<file path="config.mk">
export PLATFORM = sky130hd
export DESIGN_NAME = battleship_turn_ctrl
export DESIGN_NICKNAME = d
export VERILOG_FILES = /design/src/rtl/battleship_turn_ctrl.sv
export SDC_FILE = /design/constraint.sdc
export NUM_CORES = 1
export LEC_CHECK = 0
export ABC_AREA = 1
export CORE_AREA = 4 4 156 158
export DETAILED_ROUTE_END_ITERATION = 10
export DIE_AREA = 0 0 160 162
export PLACE_DENSITY = 0.9
export SYNTH_ARGS = -nofsm -noshare
export SYNTH_HDL_FRONTEND = slang
export SYNTH_SLANG_ARGS = --single-unit
</file>
<file path="constraint.sdc">
create_clock -name clk -period 14.6 [get_ports clk]
set_input_delay 2.19 -clock clk [delete_from_list [all_inputs] [get_ports clk]]
set_output_delay 2.19 -clock clk [all_outputs]
set_load 0.01 [all_outputs]
</file>
<file path="src/rtl/battleship_turn_ctrl.sv">
// battleship_turn_ctrl
// Turn sequencer for the 5x5 two-board battleship game. It owns both boards,
// the player cursor, the player-turn timer and the PC target generator.
// Optional build macro: CURSOR_WRAP_EN (cursor wraps at board edges instead
// of saturating at row/column 0 and 4).
//
// Pulse semantics: start and btn_* are single-cycle event pulses with no
// backpressure. Each asserted cycle is one event; an event arriving in a
// state that does not consume it is dropped, never queued.
module battleship_turn_ctrl #(
    parameter int unsigned TURN_TIMEOUT = 750000000,
    parameter int unsigned PC_DELAY     = 25000000,
    parameter logic [4:0]  LFSR_SEED    = 5'h15
) (
    input  logic        clk,
    input  logic        rst,
    input  logic        start,
    input  logic [24:0] ships_player,
    input  logic [24:0] ships_pc,
    input  logic        btn_up,
    input  logic        btn_down,
    input  logic        btn_left,
    input  logic        btn_right,
    input  logic        btn_fire,
    output logic [2:0]  i_actual,
    output logic [2:0]  j_actual,
    output logic [1:0]  tablero_jugador [0:4][0:4],
    output logic [1:0]  tablero_pc [0:4][0:4],
    output logic        turn,
    output logic [1:0]  game_state,
    output logic [29:0] timeout_left,
    output logic [2:0]  dbg_state
);

    typedef enum logic [2:0] {
        IDLE    = 3'd0,
        P_TURN  = 3'd1,
        P_SHOT  = 3'd2,
        PC_WAIT = 3'd3,
        PC_PICK = 3'd4,
        PC_SHOT = 3'd5,
        WIN     = 3'd6,
        LOSE    = 3'd7
    } state_t;

    localparam logic [1:0]  CELL_WATER   = 2'd0;
    localparam logic [1:0]  CELL_SHIP    = 2'd1;
    localparam logic [1:0]  CELL_MISS    = 2'd2;
    localparam logic [1:0]  CELL_HIT     = 2'd3;
    localparam logic [29:0] TIMEOUT_LOAD = 30'(TURN_TIMEOUT);
    localparam logic [29:0] DELAY_LOAD   = 30'(PC_DELAY);

    state_t      state;
    state_t      state_next;

    // Boards stored flat, cell index = 5*row + col.
    logic [1:0]  board_p [0:24];
    logic [1:0]  board_c [0:24];

    logic [4:0]  ships_p_cnt;
    logic [4:0]  ships_c_cnt;
    logic [4:0]  hits_p;
    logic [4:0]  hits_c;
    logic [29:0] delay_cnt;
    logic [4:0]  lfsr;
    logic [4:0]  tries;
    logic [4:0]  scan_idx;
    logic [4:0]  pc_target;

    logic [4:0]  cur_idx;
    logic [1:0]  aim_cell;
    logic        fire_ok;
    logic        load_game;
    logic [4:0]  lfsr_idx;
    logic [4:0]  cand_idx;
    logic        cand_free;
    logic [1:0]  pc_cell;
    logic [4:0]  hits_p_new;
    logic [4:0]  hits_c_new;

    // Index successor modulo 25, used by the fallback linear scan.
    function automatic logic [4:0] idx_next(input logic [4:0] v);
        return (v == 5'd24) ? 5'd0 : v + 5'd1;
    endfunction

    // Cursor step towards row/col 0.
    function automatic logic [2:0] pos_dec(input logic [2:0] v);
`ifdef CURSOR_WRAP_EN
        return (v == 3'd0) ? 3'd4 : v - 3'd1;
`else
        return (v == 3'd0) ? 3'd0 : v - 3'd1;
`endif
    endfunction

    // Cursor step towards row/col 4.
    function automatic logic [2:0] pos_inc(input logic [2:0] v);
`ifdef CURSOR_WRAP_EN
        return (v >= 3'd4) ? 3'd0 : v + 3'd1;
`else
        return (v >= 3'd4) ? 3'd4 : v + 3'd1;
`endif
    endfunction

    assign dbg_state = state;

    // Shared decode: aimed cell, PC candidate cell and post-shot hit counts.
    always_comb begin
        cur_idx    = ({2'b00, i_actual} * 5'd5) + {2'b00, j_actual};
        aim_cell   = board_c[cur_idx];
        fire_ok    = btn_fire && !aim_cell[1];
        load_game  = (state inside {IDLE, WIN, LOSE}) && start
                     && (|ships_player) && (|ships_pc);
        lfsr_idx   = (lfsr >= 5'd25) ? lfsr - 5'd25 : lfsr;
        cand_idx   = (tries < 5'd25) ? lfsr_idx : scan_idx;
        cand_free  = !board_p[cand_idx][1];
        pc_cell    = board_p[pc_target];
        hits_p_new = hits_p + {4'b0000, aim_cell == CELL_SHIP};
        hits_c_new = hits_c + {4'b0000, pc_cell == CELL_SHIP};
    end

    // State register.
    always_ff @(posedge clk or posedge rst) begin
        if (rst) begin
            state <= IDLE;
        end else begin
            state <= state_next;
        end
    end

    // Next-state logic for the game sequence.
    always_comb begin
        state_next = state;
        unique case (state)
            IDLE, WIN, LOSE: begin
                if (load_game) state_next = P_TURN;
            end
            P_TURN: begin
                if (fire_ok)                      state_next = P_SHOT;
                else if (timeout_left <= 30'd1)   state_next = PC_WAIT;
            end
            P_SHOT: begin
                state_next = (hits_p_new == ships_c_cnt) ? WIN : PC_WAIT;
            end
            PC_WAIT: begin
                if (delay_cnt <= 30'd1) state_next = PC_PICK;
            end
            PC_PICK: begin
                if (cand_free) state_next = PC_SHOT;
            end
            PC_SHOT: begin
                state_next = (hits_c_new == ships_p_cnt) ? LOSE : P_TURN;
            end
            default: state_next = IDLE;
        endcase
    end

    // Board contents, ship counts and hit counters.
    always_ff @(posedge clk or posedge rst) begin
        if (rst) begin
            for (int k = 0; k < 25; k++) begin
                board_p[k] <= CELL_WATER;
                board_c[k] <= CELL_WATER;
            end
            ships_p_cnt <= '0;
            ships_c_cnt <= '0;
            hits_p      <= '0;
            hits_c      <= '0;
        end else if (load_game) begin
            for (int k = 0; k < 25; k++) begin
                board_p[k] <= {1'b0, ships_player[k]};
                board_c[k] <= {1'b0, ships_pc[k]};
            end
            ships_p_cnt <= 5'($countones(ships_player));
            ships_c_cnt <= 5'($countones(ships_pc));
            hits_p      <= '0;
            hits_c      <= '0;
        end else if (state == P_SHOT) begin
            board_c[cur_idx] <= aim_cell[0] ? CELL_HIT : CELL_MISS;
            hits_p           <= hits_p_new;
        end else if (state == PC_SHOT) begin
            board_p[pc_target] <= pc_cell[0] ? CELL_HIT : CELL_MISS;
            hits_c             <= hits_c_new;
        end
    end

    // Player cursor: reset on game load, moves only on the player's turn;
    // a fire pulse suppresses movement in the same cycle.
    always_ff @(posedge clk or posedge rst) begin
        if (rst) begin
            i_actual <= '0;
            j_actual <= '0;
        end else if (load_game) begin
            i_actual <= '0;
            j_actual <= '0;
        end else if (state == P_TURN && !btn_fire) begin
            if (btn_up)         i_actual <= pos_dec(i_actual);
            else if (btn_down)  i_actual <= pos_inc(i_actual);
            else if (btn_left)  j_actual <= pos_dec(j_actual);
            else if (btn_right) j_actual <= pos_inc(j_actual);
        end
    end

    // Player-turn timer and PC visible-delay counter.
    always_ff @(posedge clk or posedge rst) begin
        if (rst) begin
            timeout_left <= '0;
            delay_cnt    <= '0;
        end else begin
            if (load_game) begin
                timeout_left <= TIMEOUT_LOAD;
            end else if (state == PC_SHOT && state_next == P_TURN) begin
                timeout_left <= TIMEOUT_LOAD;
            end else if (state == P_TURN && timeout_left != '0) begin
                timeout_left <= timeout_left - 30'd1;
            end

            if (state != PC_WAIT && state_next == PC_WAIT) begin
                delay_cnt <= DELAY_LOAD;
            end else if (state == PC_WAIT && delay_cnt != '0) begin
                delay_cnt <= delay_cnt - 30'd1;
            end
        end
    end

    // PC target selection: LFSR (x^5+x^3+1) candidates for 25 tries, then a
    // linear scan that always finds an unshot cell while the game is live.
    always_ff @(posedge clk or posedge rst) begin
        if (rst) begin
            lfsr      <= LFSR_SEED;
            tries     <= '0;
            scan_idx  <= '0;
            pc_target <= '0;
        end else if (state == PC_PICK) begin
            lfsr <= {lfsr[3:0], lfsr[4] ^ lfsr[2]};
            if (cand_free) begin
                pc_target <= cand_idx;
            end else if (tries < 5'd25) begin
                tries <= tries + 5'd1;
                if (tries == 5'd24) scan_idx <= idx_next(cand_idx);
            end else begin
                scan_idx <= idx_next(scan_idx);
            end
        end else begin
            tries <= '0;
        end
    end

    // Registered status outputs, aligned with the state register.
    always_ff @(posedge clk or posedge rst) begin
        if (rst) begin
            turn       <= 1'b0;
            game_state <= 2'd0;
        end else begin
            turn <= (state_next inside {PC_WAIT, PC_PICK, PC_SHOT});
            unique case (state_next)
                IDLE:    game_state <= 2'd0;
                WIN:     game_state <= 2'd2;
                LOSE:    game_state <= 2'd3;
                default: game_state <= 2'd1;
            endcase
        end
    end

    // Present the flat boards as row/column arrays for the video generator.
    always_comb begin
        for (int r = 0; r < 5; r++) begin
            for (int c = 0; c < 5; c++) begin
                tablero_jugador[r][c] = board_p[5*r + c];
                tablero_pc[r][c]      = board_c[5*r + c];
            end
        end
    end

endmodule

</file>
==> impl_results.html <==
<table>
<tr><th>Metric</th><th>Value</th></tr>
<tr><th colspan="2">Outcome</th></tr>
<tr><td>Status</td><td>finished, final reports clean</td></tr>
<tr><th colspan="2">Final layout</th></tr>
<tr><td>Core utilization of the finished layout</td><td>71.4%</td></tr>
<tr><td>Most common cell after layout, fill and taps aside</td><td>sky130_fd_sc_hd__nand2_1</td></tr>
<tr><td>Diode count</td><td>0</td></tr>
<tr><td>Highest-count cells in the layout ignoring fill and taps</td><td>285 x sky130_fd_sc_hd__nand2_1, 270 x sky130_fd_sc_hd__inv_1, 209 x sky130_fd_sc_hd__dfrtp_1, 199 x sky130_fd_sc_hd__nor2_1, 199 x sky130_fd_sc_hd__clkdlybuf4s50_1</td></tr>
<tr><td>Share of cells above drive strength 1</td><td>4.74%</td></tr>
<tr><td>Area growth from synthesis to layout</td><td>22.2%</td></tr>
<tr><td>Count of nets after finishing</td><td>about 2000</td></tr>
<tr><th colspan="2">Synth</th></tr>
<tr><td>Proportion of register bits with asynchronous set or reset after synthesis</td><td>100%</td></tr>
<tr><td>Commonest register cell after synthesis</td><td>sky130_fd_sc_hd__dfrtp_1</td></tr>
<tr><td>Syn_nets</td><td>~1900</td></tr>
<tr><td>Syn Area/Cell</td><td>roughly 8 um2</td></tr>
<tr><td>Cells after synthesis</td><td>approximately 1700</td></tr>
<tr><td>Synth unique cells</td><td>50</td></tr>
<tr><td>Number of enable flip-flop cells after synthesis</td><td>0</td></tr>
<tr><td>Number of storage elements in the synthesis netlist</td><td>212</td></tr>
<tr><td>Synthesized cell area</td><td>around 14000 um2</td></tr>
<tr><td>Part of the Yosys area used for sequential elements</td><td>slightly below 40%</td></tr>
<tr><td>Number of warnings issued by yosys</td><td>0</td></tr>
<tr><th colspan="2">STA</th></tr>
<tr><td>Fin crit period</td><td>6160 ps</td></tr>
<tr><td>Final setup vio count</td><td>0</td></tr>
<tr><td>Final-report max-slew violation count</td><td>0</td></tr>
<tr><td>Clk_skew</td><td>11.6 ps</td></tr>
<tr><td>Final Hold Viols</td><td>0</td></tr>
<tr><td>Transition time of the tightest slew-check pin</td><td>about 1100 ps</td></tr>
<tr><td>Period Utilization, post-route</td><td>42.2%</td></tr>
<tr><td>Worst max-slew margin expressed relative to the limit</td><td>23.8%</td></tr>
<tr><td>Setup TNS</td><td>0 ps</td></tr>
<tr><td>Fmax</td><td>162 MHz</td></tr>
<tr><td>Setup repair after global routing missed its margin</td><td>false</td></tr>
<tr><th colspan="2">Clock tree</th></tr>
<tr><td>Number of CTS-inserted buffers</td><td>24</td></tr>
<tr><td>Number of buffers inserted by hold repair at cts</td><td>0</td></tr>
<tr><td>Number of gates resized after cts</td><td>0</td></tr>
<tr><td>Post-CTS repair timing setup buffer count</td><td>0</td></tr>
<tr><td>Register clock-pin slew on the reported worst setup and hold paths</td><td>60 ps</td></tr>
<tr><td>H-tree levels</td><td>1</td></tr>
<tr><td>Number of sinks handled by clock tree synthesis</td><td>212</td></tr>
<tr><td>Worst skew pair latency</td><td>520 ps</td></tr>
<tr><td>Clock tree from TritonCTS</td><td>built</td></tr>
<tr><td>Clock Tree Root</td><td>sky130_fd_sc_hd__clkbuf_16</td></tr>
<tr><td>Max Root-Sink Buffers</td><td>3</td></tr>
<tr><th colspan="2">Floorplanning</th></tr>
<tr><td>DIE AREA</td><td>25900 um2</td></tr>
<tr><td>Standard-cell row count</td><td>56</td></tr>
<tr><td>Effective utilization at floorplan</td><td>about three fifths</td></tr>
<tr><td>Height of the chip</td><td>162 um</td></tr>
<tr><td>Total I/O pin count</td><td>200</td></tr>
<tr><td>Horizontal die dimension</td><td>160 um</td></tr>
<tr><td>Area of the core</td><td>approximately 23000 um2</td></tr>
<tr><th colspan="2">Power and ir drop</th></tr>
<tr><td>Leakage</td><td>7.96 nW</td></tr>
<tr><td>Switching Share</td><td>43.2%</td></tr>
<tr><td>Portion of total power attributed to combinational logic</td><td>between 40% and 50%</td></tr>
<tr><td>Power density over the cells</td><td>182 nW/um2</td></tr>
<tr><td>Sequential Power Share</td><td>about 30%</td></tr>
<tr><td>Internal Power</td><td>0.00171 W</td></tr>
<tr><td>Max VDD drop</td><td>roughly 0.15 mV</td></tr>
<tr><td>Psw</td><td>about 0.0013 W</td></tr>
<tr><td>Relative contribution of the clock network to total power</td><td>21.6%</td></tr>
<tr><th colspan="2">Hold path</th></tr>
<tr><td>Destination of the worst hold path</td><td>tries[4]$_DFFE_PP0P_</td></tr>
<tr><td>Hold path depth</td><td>1</td></tr>
<tr><td>Type of the worst min-delay path</td><td>reg -&gt; reg</td></tr>
<tr><td>Worst hold start</td><td>tries[4]$_DFFE_PP0P_</td></tr>
<tr><th colspan="2">Drt</th></tr>
<tr><td>Average routed wire per standard cell</td><td>17.7 um</td></tr>
<tr><td>Length of the first detailed-routing pass in iterations</td><td>6</td></tr>
<tr><td>Total via count after detailed routing</td><td>13000</td></tr>
<tr><td>DRC violation count after routing</td><td>0</td></tr>
<tr><td>Post-detailed-routing wire length</td><td>39200 um</td></tr>
<tr><td>Vias/cell</td><td>5.89</td></tr>
<tr><td>Final ANT Viol Nets</td><td>0</td></tr>
<tr><td>Starting DRC count in detailed routing</td><td>between 1000 and 1500</td></tr>
<tr><th colspan="2">Critical path</th></tr>
<tr><td>Worst reg2reg startpoint</td><td>pc_target[0]$_DFFE_PP0P_</td></tr>
<tr><td>Startpoint Class</td><td>input pin</td></tr>
<tr><td>Reg-to-reg slack, setup</td><td>8570 ps</td></tr>
<tr><td>Cell with the most instances on the worst path</td><td>sky130_fd_sc_hd__fa_1</td></tr>
<tr><td>RR Endpoint</td><td>timeout_left[10]$_DFFE_PP0P_</td></tr>
<tr><td>Cells on worst reg2reg path</td><td>22</td></tr>
<tr><td>Required time of the critical path</td><td>14960 ps</td></tr>
<tr><td>Crit path kind</td><td>in -&gt; reg</td></tr>
<tr><td>Highest fanout seen on the critical path</td><td>3</td></tr>
<tr><td>Slowest cell on the critical path</td><td>sky130_fd_sc_hd__fa_1</td></tr>
<tr><td>Maximum single-stage delay on the critical path</td><td>560 ps</td></tr>
<tr><td>Cell-by-cell listing of the critical path</td><td>clkdlybuf4s50_1 &gt; fa_1 &gt; inv_1 &gt; fa_1 &gt; inv_1 &gt; fa_1 &gt; inv_1 &gt; fa_1 &gt; fa_1 &gt; inv_1 &gt; fa_1 &gt; fa_1 &gt; a21oi_1 &gt; nor2_1 &gt; nor2_1 &gt; o21ai_0</td></tr>
<tr><td>Number of buffers and inverters on the critical path</td><td>5</td></tr>
<tr><td>Dominant delay contributor by cell family on the critical path</td><td>adder cells</td></tr>
<tr><td>Critical Path AT</td><td>6520 ps</td></tr>
<tr><td>Type of destination of the critical path</td><td>register</td></tr>
<tr><th colspan="2">GRT</th></tr>
<tr><td>Initial antenna violation count</td><td>0</td></tr>
<tr><td>Overall overflow remaining after global route</td><td>0</td></tr>
<tr><td>Vias in the first global route</td><td>12300</td></tr>
<tr><td>First-pass GRT wire length</td><td>62900 um</td></tr>
<tr><td>Overall track demand over capacity in global routing</td><td>between 20 and 30%</td></tr>
<tr><td>Largest net degree at the start of global routing</td><td>149</td></tr>
<tr><th colspan="2">Placement</th></tr>
<tr><td>DPL Wire Length</td><td>28600 um</td></tr>
<tr><td>Port Buffer Count</td><td>199</td></tr>
<tr><td>Weighted congestion at the end of routability-driven global placement</td><td>between 0.9 and 1</td></tr>
<tr><th colspan="2">Flow run</th></tr>
<tr><td>Number of violations of the max-capacitance limit</td><td>0</td></tr>
</table>
power groups by stage:
stage          sequential (W)  combinational [W]  clock [W]
3_5_place_dp         0.000891            0.00143          0
6_report             0.000892            0.00147   0.000648
5_1_grt              0.000903            0.00161   0.000679
3_3_place_gp         0.000886            0.00138          0
2_1_floorplan        0.000890           0.000914          0
4_1_cts              0.000883            0.00145   0.000654
area by class of cell:
type | instances | area [um2]
multi-input cells | 1182 | 6900
fillers | 1773 | 6610
flip-flops and latches | 212 | 5310
repair buffers | 205 | 2040
inverters | 279 | 1050
clock buffers | 34 | 699
well taps | 290 | 363
clock inverters | 9 | 153
routing by layer:
layer,vias to the layer above,global-route usage (%),share of wire (%)
li1,5961,-,-
met1,6193,39.7,39
met2,736,47.6,47
met3,128,5.61,9.5
met4,0,10.5,4.2
met5,-,0,0
through the flow:
stage | std cells | setup slack [ps] | cell area (um2) | hold slack (ps) | power, W
floorplan | 1730 | 6620 | 13500 | 453 | 0.00180
global placement | 2168 | 7980 | 15700 | 476 | 0.00227
detailed placement | 2168 | 7920 | 15700 | 481 | 0.00232
CTS | 2211 | 8450 | 16500 | 495 | 0.00299
global route | 2211 | 8120 | 16500 | 523 | 0.00320
finish | 2211 | 8440 | 16500 | 495 | 0.00301
cell families after synthesis:
kind of cell	synth area share, %
AOI/OAI and AO/OA	11.4
xor gates and xnor gates	4.99
adders and majority gates	9.84
buffers and inverters	9.71
DFF	39.3
muxes	0.148
and+or+nand+nor	24.7
cell usage after synthesis, types with 5 or more instances:
master / count / area share, %
sky130_fd_sc_hd__o21ai_0: 143 / 5.3
sky130_fd_sc_hd__a31oi_1: 14 / 0.65
sky130_fd_sc_hd__a22oi_1: 29 / 1.6
sky130_fd_sc_hd__clkbuf_1: 35 / 0.97
sky130_fd_sc_hd__nand2_1: 285 / 7.9
sky130_fd_sc_hd__nor3_1: 60 / 2.2
sky130_fd_sc_hd__nand3_1: 126 / 4.7
sky130_fd_sc_hd__o22ai_1: 17 / 0.79
sky130_fd_sc_hd__inv_1: 271 / 7.5
sky130_fd_sc_hd__o211ai_1: 11 / 0.61
sky130_fd_sc_hd__dfrtp_1: 209 / 39
sky130_fd_sc_hd__xnor2_1: 25 / 1.6
sky130_fd_sc_hd__a21oi_1: 28 / 1.0
sky130_fd_sc_hd__nand2_2: 6 / 0.28
sky130_fd_sc_hd__nor4_1: 11 / 0.51
sky130_fd_sc_hd__fa_1: 37 / 5.5
sky130_fd_sc_hd__nand4_1: 35 / 1.6
sky130_fd_sc_hd__clkinv_1: 5 / 0.14
sky130_fd_sc_hd__ha_1: 47 / 4.4
sky130_fd_sc_hd__or2_2: 19 / 0.88
sky130_fd_sc_hd__nor2_1: 199 / 5.5
sky130_fd_sc_hd__xor2_1: 52 / 3.4
sky130_fd_sc_hd__buf_2: 13 / 0.48
worst max path at each step:
stage,cells past startpoint,from,to,slack (ps)
after floorplan,1,rst,dbg_state[0]$_DFF_PP0_,6620
after global placement,16,ships_player[17],ships_p_cnt[4]$_DFFE_PP0P_,7980
after detailed placement,16,ships_player[17],ships_p_cnt[4]$_DFFE_PP0P_,7920
after CTS,16,ships_player[17],ships_p_cnt[4]$_DFFE_PP0P_,8450
after global routing,22,pc_target[0]$_DFFE_PP0P_,timeout_left[27]$_DFFE_PP0P_,8120
final,16,ships_player[17],ships_p_cnt[4]$_DFFE_PP0P_,8440
registers in the layout, indices dropped and copies added, names as in the netlist, 30 cells and up:
name,cells
tablero_pc,50
tablero_jugador,50
delay_cnt,30
timeout_left,30
No activity file was read; power rests on OpenSTA's default activity.
